### config.mk
export PLATFORM = sky130hd
export DESIGN_NAME = sram_stream_reader
export DESIGN_NICKNAME = d
export VERILOG_FILES = /design/src/rtl/sram_stream_reader.sv
export SDC_FILE = /design/constraint.sdc
export NUM_CORES = 1
export LEC_CHECK = 0
export CAP_MARGIN = 20
export CORE_AREA = 2 2 114 116
export DETAILED_ROUTE_END_ITERATION = 10
export DIE_AREA = 0 0 116 118
export PLACE_DENSITY_LB_ADDON = 0.12
export SETUP_SLACK_MARGIN = 0.2
export SKIP_CTS_REPAIR_TIMING = 1
export SYNTH_ARGS = -nofsm -noshare
export SYNTH_HDL_FRONTEND = slang
export SYNTH_SLANG_ARGS = --single-unit
### constraint.sdc
create_clock -name clk -period 3.06 [get_ports clk]
set_input_delay 0.306 -clock clk [delete_from_list [all_inputs] [get_ports clk]]
set_output_delay 0.306 -clock clk [all_outputs]
set_load 0.01 [all_outputs]
### src/rtl/sram_stream_reader.sv
// sram_stream_reader: credit-limited sequential SRAM block reader feeding a valid/ready byte stream; define SRAM_READER_LOOP_EN for the looping mode
module sram_stream_reader #(
  parameter int AW = 19,
  parameter int DW = 8,
  parameter int FIFO_DEPTH = 8
) (
  input  logic          clk,
  input  logic          rst,
`ifdef SRAM_READER_LOOP_EN
  input  logic          loop,
`endif
  input  logic          start,
  input  logic [AW-1:0] base_addr,
  input  logic [AW:0]   length,
  output logic          busy,
  output logic          done,
  output logic [AW-1:0] mem_addr,
  output logic          mem_en,
  output logic          mem_we,
  input  logic          mem_busy,
  input  logic          mem_valid,
  input  logic [DW-1:0] mem_data,
  output logic [DW-1:0] m_data,
  output logic          m_valid,
  input  logic          m_ready
);
  localparam int PW = $clog2(FIFO_DEPTH);
  localparam int CW = PW + 1;
  typedef enum logic [1:0] {IDLE, ISSUE, DRAIN} state_t;
  state_t state, state_n;
  logic [AW-1:0] addr;
  logic [AW:0] remaining;
  logic [CW-1:0] outstanding, fifo_count;
  logic [DW-1:0] fifo [FIFO_DEPTH];
  logic [PW-1:0] wr_ptr, rd_ptr;
  logic accept, push, pop, last, reload, go, drained, done_n;
`ifdef SRAM_READER_LOOP_EN
  logic [AW-1:0] base_r;
  logic [AW:0] len_r;
  assign reload = last && loop;
`else
  assign reload = 1'b0;
`endif
  assign mem_we = 1'b0;
  assign mem_addr = addr;
  assign busy = state != IDLE;
  assign m_valid = fifo_count != '0;
  assign m_data = m_valid ? fifo[rd_ptr] : '0;
  assign push = mem_valid && outstanding != '0;
  assign pop = m_valid && m_ready;
  assign go = start && length != '0;
  assign drained = outstanding == '0 && fifo_count == '0;
  // request gating by credit, and next-state / completion decode
  always_comb begin
    mem_en = state == ISSUE && remaining != '0 && ({1'b0, fifo_count} + {1'b0, outstanding}) < (CW+1)'(FIFO_DEPTH);
    accept = mem_en && !mem_busy;
    last = accept && remaining == (AW+1)'(1);
    state_n = state;
    done_n = 1'b0;
    case (state)
      IDLE: begin
        state_n = go ? ISSUE : IDLE;
        done_n = start && !go;
      end
      ISSUE: state_n = (last && !reload) ? DRAIN : ISSUE;
      DRAIN: begin
        state_n = drained ? IDLE : DRAIN;
        done_n = drained;
      end
      default: state_n = IDLE;
    endcase
  end
  // state register
  always_ff @(posedge clk) state <= rst ? IDLE : state_n;
  // address/length walk, read credits and FIFO occupancy
  always_ff @(posedge clk) begin
    if (rst) begin
      addr <= '0;
      remaining <= '0;
      outstanding <= '0;
      fifo_count <= '0;
      wr_ptr <= '0;
      rd_ptr <= '0;
      done <= 1'b0;
    end else begin
      done <= done_n;
      outstanding <= outstanding + CW'(accept) - CW'(push);
      fifo_count <= fifo_count + CW'(push) - CW'(pop);
      if (push) wr_ptr <= wr_ptr + PW'(1);
      if (pop) rd_ptr <= rd_ptr + PW'(1);
      if (state == IDLE && go) begin
        addr <= base_addr;
        remaining <= length;
`ifdef SRAM_READER_LOOP_EN
      end else if (reload) begin
        addr <= base_r;
        remaining <= len_r;
`endif
      end else if (accept) begin
        addr <= addr + AW'(1);
        remaining <= remaining - (AW+1)'(1);
      end
    end
  end
`ifdef SRAM_READER_LOOP_EN
  // pass parameters kept for reloading at the end of each looped pass
  always_ff @(posedge clk) begin
    if (rst) begin
      base_r <= '0;
      len_r <= '0;
    end else if (state == IDLE && go) begin
      base_r <= base_addr;
      len_r <= length;
    end
  end
`endif
  // FIFO storage; flushed through the pointers, so no reset needed
  always_ff @(posedge clk) if (push) fifo[wr_ptr] <= mem_data;
  // credits must make a push into a full FIFO impossible
  always_ff @(posedge clk) if (!rst) assert (!(push && !pop && fifo_count == CW'(FIFO_DEPTH)));
endmodule

# After elaboration in Yosys (flattened, before gate mapping)
# Memories as Yosys holds them, arrays and structs flattened. A register that Yosys moved wholly into a read port is not among the register bits.
# Index checks and enable logic that the tools add are counted.
# word_totals
mem_bits_rw	64
reg_bits	56
latchBits	0
rom_bits	0
out_inout_bits	32
memories	1
# mem_list
name	depth	width	rd	rd_clocked_by_memory_dff	wr	line	source
fifo	8	8	1	1	1	34	logic [DW-1:0] fifo [FIFO_DEPTH];
# classes
multipliers	0
n_mux	14
bitwise	0
div_mod_pow	0
addsub	9
shifts	0
eq_ne	3
magnitude_cmp	1
n_reduce_logical	21
# ops
op	n
2-to-1 mux 20 bit	2
nonzero test 20 bit	2
2-to-1 mux 19 bit	2
equality test 20 x 1 -> 1 bit (second input constant)	1
subtractor 20 x 1 -> 20 bit (second input constant)	1
adder 19 x 1 -> 19 bit (second input constant)	1
logical AND 1 bit	10
adder 4 x 1 -> 4 bit	2
zero test 4 bit	2
2-to-1 mux 8 bit	1
nonzero test 4 bit	2
subtractor 4 x 1 -> 4 bit	2
adder 3 x 1 -> 3 bit (second input constant)	2
2-to-1 mux 3 bit	2
one-hot mux 2 bit (3 select lines)	1
adder 4 x 4 -> 5 bit	1
less-than comparator 5 x 4 -> 1 bit (second input constant)	1
2-to-1 mux 2 bit	2
nonzero test 2 bit	2
2-to-1 mux 1 bit	3
equality test 2 x 1 -> 1 bit (second input constant)	1
equality test 2 bit (second input constant)	1
zero test 1 bit	2
zero test 2 bit	1
one-hot mux 1 bit (2 select lines)	1

# Depth between registers and ports, before layout
# depth
depth_word	7
ltp_mapped	15
ltp_nobuf	13

# Least setup slack after synthesis
# OpenSTA, ideal clock, no wires.
# synth_timing
path_kind	register -> register
from	register remaining[0]
to	register outstanding[2]
stages_incl_launch_ff	16
arrival_time_ns	2.925
setup_ns	0.128
slack_ns	0.007
path_buffers	2
cell_sequence	dfxtp_1 inv_1 ha_1 or4b_1 nor2_2 a21oi_4 clkinv_4 buf_8 buf_6 ha_1 inv_1 ha_1 inv_1 fa_1 xor2_1 nor2_1
# synth_between
elab_chain_cells	6
# synth_lines
element	line	source
start, declared	32	logic [AW:0] remaining;
start signal, assigned	93	remaining <= length;
start signal, assigned	101	remaining <= remaining - (AW+1)'(1);
nonzero test 20 bit	55	mem_en = state == ISSUE && remaining != '0 && ({1'b0, fifo_count} + {1'b0, outstanding}) < (CW+1)'(FIFO_DEPTH) ...
logical AND 1 bit (2 in a row)	55	
logical AND 1 bit	56	accept = mem_en && !mem_busy;
adder 4 x 1 -> 4 bit	87	outstanding <= outstanding + CW'(accept) - CW'(push);
subtractor 4 x 1 -> 4 bit	87	
end signal, assigned	87	
end, declared	33	logic [CW-1:0] outstanding, fifo_count;
# Every way passes these cells.
# A chain may end at the register's enable or synchronous reset.

# Final worst setup path
# layout_timing
from	register remaining[0]
to	register outstanding[3]
# The elaborated chain is that of the path after synthesis.

==> flow_summary.html <==
<table>
<tr><th>Metric</th><th>Value</th></tr>
<tr><th colspan="2">Status</th></tr>
<tr><td>Result of the run</td><td>completed</td></tr>
<tr><th colspan="2">Finish</th></tr>
<tr><td>Area growth syn-to-layout</td><td>27.6%</td></tr>
<tr><td>Post-route cell area</td><td>7590 sq um</td></tr>
<tr><td>Number of inserted diodes</td><td>0</td></tr>
<tr><td>Share of final-layout standard cells stronger than drive strength 1</td><td>0.151</td></tr>
<tr><td>Utilization after layout</td><td>0.611</td></tr>
<tr><td>Number of nets in the layout</td><td>683</td></tr>
<tr><th colspan="2">STA</th></tr>
<tr><td>Minimum period implied by the final worst setup slack</td><td>roughly 2700 ps</td></tr>
<tr><td>Ratio of final minimum period to clock period</td><td>0.870</td></tr>
<tr><td>Total negative setup slack</td><td>0 ps</td></tr>
<tr><td>Transition time at the pin with the least slew margin</td><td>between 1000 and 1500 ps</td></tr>
<tr><td>RSZ-0062 raised after global routing</td><td>no</td></tr>
<tr><td>Final Worst Setup Slack</td><td>397 ps</td></tr>
<tr><td>Relative max-transition margin</td><td>0.291</td></tr>
<tr><td>Pins Over Slew Limit</td><td>0</td></tr>
<tr><td>Setup violations, final</td><td>0</td></tr>
<tr><td>Worst clock skew on the final layout</td><td>8.97 ps</td></tr>
<tr><td>Final Hold Violating Endpoints</td><td>0</td></tr>
<tr><td>Maximum achievable frequency</td><td>0.376 GHz</td></tr>
<tr><th colspan="2">Floorplan</th></tr>
<tr><td>Die boundary width</td><td>116 microns</td></tr>
<tr><td>Initial cell density of the core</td><td>0.479</td></tr>
<tr><td>Die Footprint</td><td>13700 sq um</td></tr>
<tr><td>Top Ports</td><td>85</td></tr>
<tr><td>Row count</td><td>41</td></tr>
<tr><td>Y dimension of the die</td><td>118 microns</td></tr>
<tr><td>Core Box Area</td><td>12400 sq um</td></tr>
<tr><th colspan="2">Clocking</th></tr>
<tr><td>Total clock buffers created by CTS</td><td>17</td></tr>
<tr><td>Clock latency at the later pin of the worst-skew pair</td><td>410 ps</td></tr>
<tr><td>Root Buffer Master</td><td>sky130_fd_sc_hd__clkbuf_16</td></tr>
<tr><td>Clock tree from TritonCTS</td><td>built</td></tr>
<tr><td>Clock Sink Count</td><td>123</td></tr>
<tr><td>Maximum clock insertion buffer count</td><td>2</td></tr>
<tr><td>Clock transition at path regs</td><td>50 ps</td></tr>
<tr><td>Number of H-tree levels</td><td>4</td></tr>
<tr><th colspan="2">Logic synthesis</th></tr>
<tr><td>Top cells by area, synth</td><td>sky130_fd_sc_hd__edfxtp_1 (32%), sky130_fd_sc_hd__dfxtp_1 (20%), sky130_fd_sc_hd__mux4_2 (6.1%), sky130_fd_sc_hd__ha_1 (3.8%), sky130_fd_sc_hd__mux2i_1 (3.2%)</td></tr>
<tr><td>Share of Yosys cell area claimed by the top area cell type</td><td>0.323</td></tr>
<tr><td>Synthesized area per cell</td><td>about 11 sq um</td></tr>
<tr><td>Count of distinct cell types in the synthesized netlist</td><td>66</td></tr>
<tr><td>Most common cell in the netlist</td><td>sky130_fd_sc_hd__edfxtp_1</td></tr>
<tr><td>Most common library cells after synthesis</td><td>sky130_fd_sc_hd__edfxtp_1 (64), sky130_fd_sc_hd__dfxtp_1 (59), sky130_fd_sc_hd__nor2_1 (46)</td></tr>
<tr><td>Post-synth top area cell</td><td>sky130_fd_sc_hd__edfxtp_1</td></tr>
<tr><td>Count of synthesis-stage warnings from yosys</td><td>0</td></tr>
<tr><td>Mapped Area</td><td>about 5900 sq um</td></tr>
<tr><td>Post-synth EDFFs</td><td>64</td></tr>
<tr><td>Sequential share of the synthesized area</td><td>0.522</td></tr>
<tr><td>Leading register cell type out of synthesis</td><td>sky130_fd_sc_hd__edfxtp_1</td></tr>
<tr><td>Flip-flop and latch count after synthesis</td><td>~120</td></tr>
<tr><td>Cell count after synthesis</td><td>518</td></tr>
<tr><td>Synth Net Count</td><td>between 500 and 600</td></tr>
<tr><td>Share of flip-flops with an asynchronous set or reset after synthesis</td><td>0</td></tr>
<tr><th colspan="2">Critical path</th></tr>
<tr><td>Endpoint of the lowest-slack register-to-register path</td><td>outstanding[3]</td></tr>
<tr><td>Required time of the worst setup path</td><td>3350 ps</td></tr>
<tr><td>Max incr delay on CP</td><td>520 ps</td></tr>
<tr><td>Category of the most critical setup path</td><td>flop to flop</td></tr>
<tr><td>Worst-path fanout max</td><td>5</td></tr>
<tr><td>Setup slack on the worst flop-to-flop path</td><td>400 ps</td></tr>
<tr><td>Cell seen most often among critical-path stages</td><td>sky130_fd_sc_hd__inv_1</td></tr>
<tr><td>Critical-path cell with the highest stage delay</td><td>sky130_fd_sc_hd__or4b_4</td></tr>
<tr><td>CP Launch Type</td><td>flop</td></tr>
<tr><td>Worst Reg-to-Reg Cells</td><td>14</td></tr>
<tr><td>Worst path arrival time</td><td>2950 ps</td></tr>
<tr><td>Cells along the critical path</td><td>inv_1, ha_2, or4b_4, nor2_4, buf_4, a21oi_4, clkinv_4, ha_4, inv_1, ha_1, a21o_1, a21oi_1, xnor2_1, nor2_1</td></tr>
<tr><td>Worst setup EP type</td><td>flop</td></tr>
<tr><td>Launching point of the worst reg2reg path</td><td>remaining[0]</td></tr>
<tr><th colspan="2">Min path</th></tr>
<tr><td>Worst Hold Launch</td><td>rst</td></tr>
<tr><td>Number of cells traversed by the worst hold path</td><td>2</td></tr>
<tr><td>Path type of the worst min-delay path</td><td>input port to flop</td></tr>
<tr><td>Hold Crit Endpoint</td><td>remaining[11]</td></tr>
<tr><th colspan="2">GRT</th></tr>
<tr><td>Number of antenna violations at the first check in global routing</td><td>0</td></tr>
<tr><td>Overall fraction of global-route tracks in use</td><td>0.218</td></tr>
<tr><td>First-pass GRT wire length</td><td>23000 microns</td></tr>
<tr><td>Vias in the first global route</td><td>4461</td></tr>
<tr><td>Largest net degree at the start of global routing</td><td>37</td></tr>
<tr><td>Total global routing overflow</td><td>0</td></tr>
<tr><th colspan="2">Placement</th></tr>
<tr><td>Post-detailed-placement half-perimeter wirelength</td><td>9890 microns</td></tr>
<tr><td>Standard cell area after detailed placement</td><td>7030 sq um</td></tr>
<tr><td>Number of I/O port buffers</td><td>83</td></tr>
<tr><td>Post-Place Setup Slack</td><td>366 ps</td></tr>
<tr><td>Final Wtd Congestion</td><td>0.894</td></tr>
<tr><th colspan="2">Job</th></tr>
<tr><td>Maxcap violations</td><td>0</td></tr>
<tr><th colspan="2">Pwr</th></tr>
<tr><td>Pwr per Cell Area</td><td>about 760 nW/um^2</td></tr>
<tr><td>Leakage power summed over all cells</td><td>2.67 nW</td></tr>
<tr><td>Total power consumption of the routed design</td><td>5.74 mW</td></tr>
<tr><td>Worst IR Drop VDD</td><td>0.377 mV</td></tr>
<tr><th colspan="2">Routing</th></tr>
<tr><td>Number of nets with antenna violations after routing</td><td>0</td></tr>
<tr><td>Iteration-0 DRC count of the detailed router</td><td>roughly 320</td></tr>
<tr><td>Routed wire length per instance</td><td>18.2 microns</td></tr>
<tr><td>Average via count per standard cell</td><td>roughly 5.8</td></tr>
<tr><td>First drt pass iteration count</td><td>5</td></tr>
<tr><td>Total via count in the routed design</td><td>~4600</td></tr>
<tr><td>Post-route DRC violation count</td><td>0</td></tr>
<tr><td>Total routed wirelength</td><td>14400 microns</td></tr>
</table>
flip-flops by register name, summed over array words and instances, names as in the netlist, named ones only:
| name | cells |
|---|---|
| remaining | 20 |
| fifo | 64 |
| done | 1 |
| outstanding | 4 |
| state | 2 |
| wr_ptr | 3 |
| rd_ptr | 3 |
| mem_addr | 19 |
| fifo_count | 4 |
where the power goes:
part | total [mW] | switching [mW] | internal, mW
logic | 1.83 | 0.912 | 0.916
registers | 2.10 | 0.162 | 1.94
clock network | 1.81 | 0.681 | 1.13
routing by layer:
metal	part of all wire	wire length [microns]	GRT usage
met1	0.46	6670	0.303
met2	0.46	6680	0.329
met4	0.016	232	0.0692
met5	0	0	0
met3	0.059	857	0.0649
area by class of cell:
cell class / count / area, sq um
Clock inverter: 8 / 73.8
Tap cell: 172 / 215
Inverter: 27 / 106
Timing Repair Buffer: 105 / 997
Fill cell: 1033 / 4830
Clock buffer: 24 / 462
Sequential cell: 123 / 3100
Multi-Input combinational cell: 336 / 2630
cells by family (layout without fill, tap and decap cells):
group           after synthesis  count (layout)  share of synthesized area
fa+ha+maj                    20              20                     0.0446
flops                       123             123                      0.522
mux                          37              37                     0.0964
xor+xnor                     10              10                     0.0147
compound gates               92              92                      0.121
buf+inv                      59             164                     0.0427
simple gates                176             176                      0.157
other cells                   1               1                   0.000631
worst max-delay path: cells and delay by family (launching register included):
kind,cells,cell delay [ps]
AO/OA/AOI/OAI,3,400
buffers and inverters,4,320
adder cells (fa/ha/maj),3,600
flip-flops,1,340
XOR/XNOR,1,130
AND/OR/NAND/NOR,3,730
metrics by stage:
| stage | hold WS [ps] | instances |
|---|---|---|
| floorplan | 405 | 518 |
| global placement | 478 | 761 |
| detailed placement | 494 | 761 |
| CTS | 369 | 793 |
| global route | 418 | 795 |
| finish | 393 | 795 |
worst max-delay path by stage:
stage                        from        endpoint  slack [ps]  depth (start not counted)
floorplan           remaining[11]  outstanding[1]         200                         13
global placement       length[11]     mem_addr[2]         410                          6
detailed placement     length[15]     mem_addr[2]         370                          6
CTS                  remaining[0]          mem_en         190                          7
global route         remaining[0]  outstanding[3]         280                         14
finish               remaining[0]  outstanding[3]         400                         14
cells in the final DEF (no fill, tap or decap), types with 13 or more instances in the layout:
| cell type | n |
|---|---|
| sky130_fd_sc_hd__ha_1 | 15 |
| sky130_fd_sc_hd__edfxtp_1 | 64 |
| sky130_fd_sc_hd__nand2_1 | 26 |
| sky130_fd_sc_hd__inv_1 | 24 |
| sky130_fd_sc_hd__mux2i_1 | 19 |
| sky130_fd_sc_hd__a21oi_1 | 17 |
| sky130_fd_sc_hd__clkdlybuf4s50_1 | 81 |
| sky130_fd_sc_hd__nor2_1 | 46 |
| sky130_fd_sc_hd__mux4_2 | 16 |
| sky130_fd_sc_hd__clkbuf_16 | 17 |
| sky130_fd_sc_hd__nor4_1 | 14 |
| sky130_fd_sc_hd__nand3_1 | 20 |
| sky130_fd_sc_hd__dfxtp_1 | 59 |
| sky130_fd_sc_hd__buf_4 | 21 |
| sky130_fd_sc_hd__nor3_1 | 13 |
Power figures use the tool's default switching activity.
